`config.mk`:
```
export PLATFORM = sky130hd
export DESIGN_NAME = color_conv_sched
export DESIGN_NICKNAME = d
export VERILOG_FILES = /design/src/rtl/color_conv_pkg.sv /design/src/rtl/color_conv_sched_sideband_delay.sv /design/src/rtl/color_conv_sched.sv
export SDC_FILE = /design/constraint.sdc
export NUM_CORES = 1
export LEC_CHECK = 0
export CORE_MARGIN = 2
export CORE_UTILIZATION = 55
export DETAILED_ROUTE_END_ITERATION = 6
export GPL_TIMING_DRIVEN = 0
export MAX_ROUTING_LAYER = met4
export PLACE_DENSITY = 0.78
export SLEW_MARGIN = 0
export SYNTH_ARGS = -nofsm -noshare
export SYNTH_HDL_FRONTEND = slang
export SYNTH_SLANG_ARGS = --single-unit
```
`constraint.sdc`:
```
create_clock -name clk_i -period 10.9 [get_ports clk_i]
set_input_delay 2.725 -clock clk_i [delete_from_list [all_inputs] [get_ports clk_i]]
set_output_delay 2.725 -clock clk_i [all_outputs]
set_load 0.01 [all_outputs]
```
`src/rtl/color_conv_pkg.sv`:
```
// Shared types and sizing helpers for the frame-synchronous colour-conversion scheduler.
package color_conv_pkg;

    typedef enum logic [1:0] {
        WAIT_SOF,
        ACTIVE,
        DRAIN
    } sched_state_t;

    localparam int unsigned H_ACTIVE_DEFAULT = 640;
    localparam int unsigned V_ACTIVE_DEFAULT = 480;
    localparam int unsigned X_CNT_W          = $clog2(H_ACTIVE_DEFAULT);
    localparam int unsigned Y_CNT_W          = $clog2(V_ACTIVE_DEFAULT);
    localparam int unsigned FRAME_CNT_W      = 16;

    // Counter width that never collapses to zero bits for tiny parameter values.
    function automatic int unsigned cnt_w(input int unsigned n);
        return (n < 2) ? 1 : $clog2(n);
    endfunction

endpackage

```
`src/rtl/color_conv_sched_sideband_delay.sv`:
```
// Fixed-depth delay line for the {sof, eol} sideband pair, matching converter latency.
module sideband_delay #(
    parameter int unsigned DEPTH = 1
) (
    input  logic       clk_i,
    input  logic       rst_n_i,
    input  logic [1:0] d_i,
    output logic [1:0] q_o
);

    logic [1:0] pipe_q [DEPTH];

    always_ff @(posedge clk_i or negedge rst_n_i) begin
        if (!rst_n_i) begin
            for (int unsigned i = 0; i < DEPTH; i++) begin
                pipe_q[i] <= '0;
            end
        end else begin
            pipe_q[0] <= d_i;
            for (int unsigned i = 1; i < DEPTH; i++) begin
                pipe_q[i] <= pipe_q[i-1];
            end
        end
    end

    assign q_o = pipe_q[DEPTH-1];

endmodule

```
`src/rtl/color_conv_sched.sv`:
```
// Applies conversion-mode requests on frame boundaries, stalling upstream while the converter
// drains, and aligns SOF/EOL sideband to the active conversion latency.
module color_conv_sched
    import color_conv_pkg::*;
#(
    parameter int unsigned H_ACTIVE     = H_ACTIVE_DEFAULT,
    parameter int unsigned V_ACTIVE     = V_ACTIVE_DEFAULT,
    parameter int unsigned CONV_LATENCY = 1
) (
    input  logic                   clk_i,
    input  logic                   rst_n_i,
    input  logic                   cfg_conv_en_i,
    input  logic                   cfg_update_i,
    input  logic                   pix_vld_i,
    input  logic                   pix_sof_i,
    output logic                   pix_rdy_o,
    output logic                   conv_en_o,
    output logic                   pix_sof_o,
    output logic                   pix_eol_o,
    output logic                   pending_o,
    output logic [FRAME_CNT_W-1:0] frame_cnt_o,
    output logic                   sync_err_o
);

    localparam int unsigned XW = cnt_w(H_ACTIVE);
    localparam int unsigned YW = cnt_w(V_ACTIVE);
    localparam int unsigned DW = cnt_w(CONV_LATENCY);

    sched_state_t           state_q, state_d;
    logic [XW-1:0]          x_q, x_d, x_eff;
    logic [YW-1:0]          y_q, y_d, y_eff;
    logic [DW-1:0]          drain_q, drain_d;
    logic                   conv_en_q, conv_en_d;
    logic                   req_q, req_d;
    logic                   pending_q, pending_d;
    logic                   rdy_q, rdy_d;
    logic                   err_q, err_d;
    logic [FRAME_CNT_W-1:0] frame_q, frame_d;

    logic       accept, sof_acc, counted, eol, eof, resync;
    logic [1:0] sb_dly;

    assign accept  = pix_vld_i & rdy_q;
    assign sof_acc = accept & pix_sof_i;
    // Outside a frame only a SOF pixel is counted; it always lands at (0,0).
    assign counted = accept & ((state_q != WAIT_SOF) | pix_sof_i);
    assign x_eff   = pix_sof_i ? '0 : x_q;
    assign y_eff   = pix_sof_i ? '0 : y_q;
    assign eol     = counted & (x_eff == XW'(H_ACTIVE - 1));
    assign eof     = eol & (y_eff == YW'(V_ACTIVE - 1));
    assign resync  = sof_acc & (state_q == ACTIVE) & ((x_q != '0) | (y_q != '0));

    always_comb begin
        state_d   = state_q;
        x_d       = x_q;
        y_d       = y_q;
        drain_d   = drain_q;
        conv_en_d = conv_en_q;
        req_d     = req_q;
        pending_d = pending_q;
        rdy_d     = rdy_q;
        frame_d   = frame_q;
        err_d     = err_q;

        if (counted) begin
            if (eol) begin
                x_d = '0;
                y_d = eof ? '0 : y_eff + YW'(1);
            end else begin
                x_d = x_eff + XW'(1);
                y_d = y_eff;
            end
        end

        if (cfg_update_i) begin
            req_d     = cfg_conv_en_i;
            pending_d = 1'b1;
            err_d     = 1'b0;
        end
        if (resync) begin
            err_d = 1'b1;
        end

        case (state_q)
            WAIT_SOF: begin
                if (pending_q) begin
                    conv_en_d = req_q;
                    if (!cfg_update_i) begin
                        pending_d = 1'b0;
                    end
                end
                if (sof_acc) begin
                    state_d = ACTIVE;
                end
            end
            ACTIVE: begin
                if (eof) begin
                    frame_d = frame_q + FRAME_CNT_W'(1);
                    if (pending_q) begin
                        state_d = DRAIN;
                        rdy_d   = 1'b0;
                        drain_d = '0;
                    end
                end
            end
            DRAIN: begin
                // req_d already reflects an update landing in this very cycle.
                if (drain_q == DW'(CONV_LATENCY - 1)) begin
                    conv_en_d = req_d;
                    pending_d = 1'b0;
                    rdy_d     = 1'b1;
                    state_d   = ACTIVE;
                end else begin
                    drain_d = drain_q + DW'(1);
                end
            end
            default: state_d = WAIT_SOF;
        endcase
    end

    always_ff @(posedge clk_i or negedge rst_n_i) begin
        if (!rst_n_i) begin
            state_q   <= WAIT_SOF;
            x_q       <= '0;
            y_q       <= '0;
            drain_q   <= '0;
            conv_en_q <= 1'b0;
            req_q     <= 1'b0;
            pending_q <= 1'b0;
            rdy_q     <= 1'b1;
            frame_q   <= '0;
            err_q     <= 1'b0;
        end else begin
            state_q   <= state_d;
            x_q       <= x_d;
            y_q       <= y_d;
            drain_q   <= drain_d;
            conv_en_q <= conv_en_d;
            req_q     <= req_d;
            pending_q <= pending_d;
            rdy_q     <= rdy_d;
            frame_q   <= frame_d;
            err_q     <= err_d;
        end
    end

    sideband_delay #(
        .DEPTH (CONV_LATENCY)
    ) u_sideband_delay (
        .clk_i   (clk_i),
        .rst_n_i (rst_n_i),
        .d_i     ({sof_acc, eol}),
        .q_o     (sb_dly)
    );

    assign pix_sof_o   = conv_en_q ? sb_dly[1] : sof_acc;
    assign pix_eol_o   = conv_en_q ? sb_dly[0] : eol;
    assign pix_rdy_o   = rdy_q;
    assign conv_en_o   = conv_en_q;
    assign pending_o   = pending_q;
    assign frame_cnt_o = frame_q;
    assign sync_err_o  = err_q;

endmodule

```
==> impl_results.md <==
* GR Overflow Total at 0
* Hold buffers post-CTS at 0
* Row Count at 24
* Max Slew Vio Count at 0
* P_leak at 0.001265 uW
* Synthesized area at 2515 sq um
* Cell area after layout at 2948 sq um
* Crit Path Category: primary input to output pin
* Cells after Synth at 264
* Iteration count of the initial detailed-routing pass at 5
* Initial DRC Count at 163
* Routed WL at 5819 um
* VDD IR max at 0.0001037 V
* Clock share of power at 30.7%
* Status: completed
* WHS Path Cells at 1
* Crit path max fanout at 10
* WP data required at 8.18 ns
* Post-CTS Setup Inserts at 0
* FFs w/ async S/R, synth at 100.0%
* Initial core utilization at 57.36%
* Comb pwr share at 15.1%
* # port buffers at 26
* Multi-input gate area at 1304 sq um
* Pwr Total at 349.1 uW
* H-tree levels at 2
* DR DRC count at 0
* Inserted Clock Buffers at 5
* Synth cell types at 52
* Post-synthesis register bit count at 44
* Worst-Margin Slew at 0.7984 ns
* Clock latency on the worst-skew pair at 0.30 ns
* RSZ-0062 raised after global routing: false
* CP Launch Type: primary input
* Psw at 100.8 uW
* Syn nets at 273
* Die W at 71.62 um
* PostCTS Resize Cnt at 0
* P&R area growth vs syn at 17.21%
* Sw Ratio at 28.86%
* Seq pwr share at 54.2%
* Final net count at 307
* DRT antenna net count at 0
* HP Class: flip-flop to flip-flop
* Filler cell count at 358
* RD Place Congestion at 0.8766
* Dominant synthesized flop cell: dfrtp_1
* Post-synth EDFFs at 0
* Ys Warns at 0
* TritonCTS clock tree: built
* Vias per inst at 6.248
* Vias in the first global route at 2110
* Global-route wire length before repair at 10060 um
* Placed instance area at 2855 sq um
* Crit end category: output pin
* Ant diodes at 0
* Setup violators final at 0
* Post-layout min period at 8.191 ns
* Register area at 1102 sq um
* Pin count of the biggest net entering global routing at 31
* Pint at 248.3 uW
* Final setup TNS at 0 ns
* Mean post-synth cell area at 9.526 sq um
* Post-route insts no fill at 351
* Core footprint at 4384 sq um
* Final period util at 75.15%
* HPWL after DPL at 4120 um
* CTS Buffer Depth at 2
* Max-Cap Viols at 0
* WL/cell at 16.58 um
* CP arrival at 5.47 ns
* Fin util at 67.24%
* Sink Count at 44
* Slew HR at 46.33%
* Reg clk slew, reported paths at 0.08 ns
* Fin. Hold Viols at 0
* Reg2Reg Depth at 6
* PD cells at 118.4 nW/um^2
* Fmax at 0.1221 GHz
* Gr usage total at 25.34%
* Vias at 2193
* Setup Skew at 0.007117 ns
* Post-synthesis sequential area ratio at 43.83%
* Die ar. at 5129 sq um
* # placed instances at 343
* Initial antenna violation count at 0
* CTS root buf: clkbuf_8
* Share of cells above drive strength 1 at 10.03%
* Number of top-level design ports at 28
* Die Ht at 71.62 um
==> worst max-delay path: stages <==
cell             delay [ns]
buf_2                  0.16
clkbuf_1               0.22
clkbuf_1               0.28
nor2b_1                0.17
ha_1                   0.23
nand2_1                0.16
or4_4                  0.56
buf_6                  0.18
o31ai_1                0.20
clkdlybuf4s50_1        0.58
==> through the flow <==
| stage | setup WS (ns) | hold WS [ns] |
|---|---|---|
| floorplan | 3.495 | 0.4950 |
| global placement | 2.711 | 0.4564 |
| detailed placement | 2.760 | 0.4616 |
| CTS | 2.724 | 0.4725 |
| global route | 2.534 | 0.4991 |
| finish | 2.709 | 0.4661 |
==> worst paths after layout <==
kind	from	endpoint	slack, ns
max in group asynchronous	rst_n_i	pix_rdy_o$_DFFE_PN1P_	8.01
min in group asynchronous	rst_n_i	x_q[2]$_DFFE_PN0P_	2.33
max reg2reg	x_q[0]$_DFFE_PN0P_	frame_cnt_o[1]$_DFFE_PN0P_	8.28
max	pix_sof_i	pix_eol_o	2.71
min	frame_cnt_o[15]$_DFFE_PN0P_	frame_cnt_o[15]$_DFFE_PN0P_	0.47
min reg2reg	frame_cnt_o[15]$_DFFE_PN0P_	frame_cnt_o[15]$_DFFE_PN0P_	0.47
==> power groups by stage <==
| stage | registers [uW] | logic [uW] | clock network, uW |
|---|---|---|---|
| 2_1_floorplan | 190 | 29.6 | 0 |
| 3_3_place_gp | 192 | 51.5 | 0 |
| 3_5_place_dp | 192 | 53.1 | 0 |
| 4_1_cts | 189 | 53.2 | 107 |
| 5_1_grt | 192 | 58.8 | 115 |
| 6_report | 189 | 52.9 | 107 |
==> logic make-up after synthesis <==
family / synth area share [%]
simple gates: 29.35
compound gates: 14.08
mux: 1.692
fa+ha+maj: 1.493
xor+xnor: 5.224
flops: 43.83
buf+inv: 4.328
==> metal layers <==
metal	vias up	track usage (%)	part of all wire, %
li1	1059	-	-
met1	1059	35.48	45
met2	71	39.20	48
met3	4	4.219	5.9
met4	0	5.451	0.45
met5	-	-	0
==> Yosys cell counts (all sizes together) (2+ instances only) <==
cell type / n / area, sq um
nor3: 5 / 25.02
o31ai: 6 / 45.04
ha: 3 / 37.54
a211oi: 2 / 15.01
nor2: 7 / 26.28
nand4: 7 / 43.79
mux2: 2 / 22.52
nand2: 26 / 97.59
and2: 2 / 12.51
and4: 6 / 52.55
o21ai: 19 / 95.09
clkbuf: 10 / 37.54
and3: 8 / 50.05
nor4: 22 / 187.7
nand2b: 2 / 12.51
a31oi: 3 / 18.77
or4: 3 / 30.03
xor2: 15 / 131.4
dfrtp: 43 / 1076
nor2b: 8 / 50.05
o311ai: 3 / 26.28
a32o: 2 / 20.02
inv: 6 / 22.52
and4b: 2 / 20.02
mux2i: 2 / 20.02
nand3: 17 / 90.09
a21oi: 7 / 35.03
buf: 8 / 48.79
==> placed cells by master, fill, tap and decap left out, drive strengths merged, types with 2 or more instances in the layout <==
cell type and count:
and2 2, clkdlybuf4s50 25, a31oi 3, and4 6, buf 10, inv 6, nor4 22, and3 8
nor3 5, nand2 26, or4 3, ha 3, o31ai 6, a21oi 7, o311ai 3, nand2b 2
a32o 2, mux2i 2, mux2 2, a211oi 2, nand4 7, clkbuf 16, o21ai 19, nor2 7
nand3 17, and4b 2, clkinv 2, dfrtp 43, xor2 15, nor2b 8
==> area by class of cell <==
type | count | share of cell area [%]
timing repair buffer | 27 | 9.338
tap | 52 | 2.207
multi-input combinational | 196 | 44.23
sequential | 44 | 37.39
clock buffer | 6 | 2.801
inverter | 6 | 0.7640
buffer | 18 | 2.929
clock inverter | 2 | 0.3396
==> flip-flops by register name (all words and copies together), names as in the netlist <==
name and flops:
conv_en_o 1, req_q 1, state_q 2, x_q 10, frame_cnt_o 16, pix_rdy_o 1
pending_o 1, y_q 9, u_sideband_delay.q_o 2, sync_err_o 1
No activity file was read; power rests on OpenSTA's default activity.
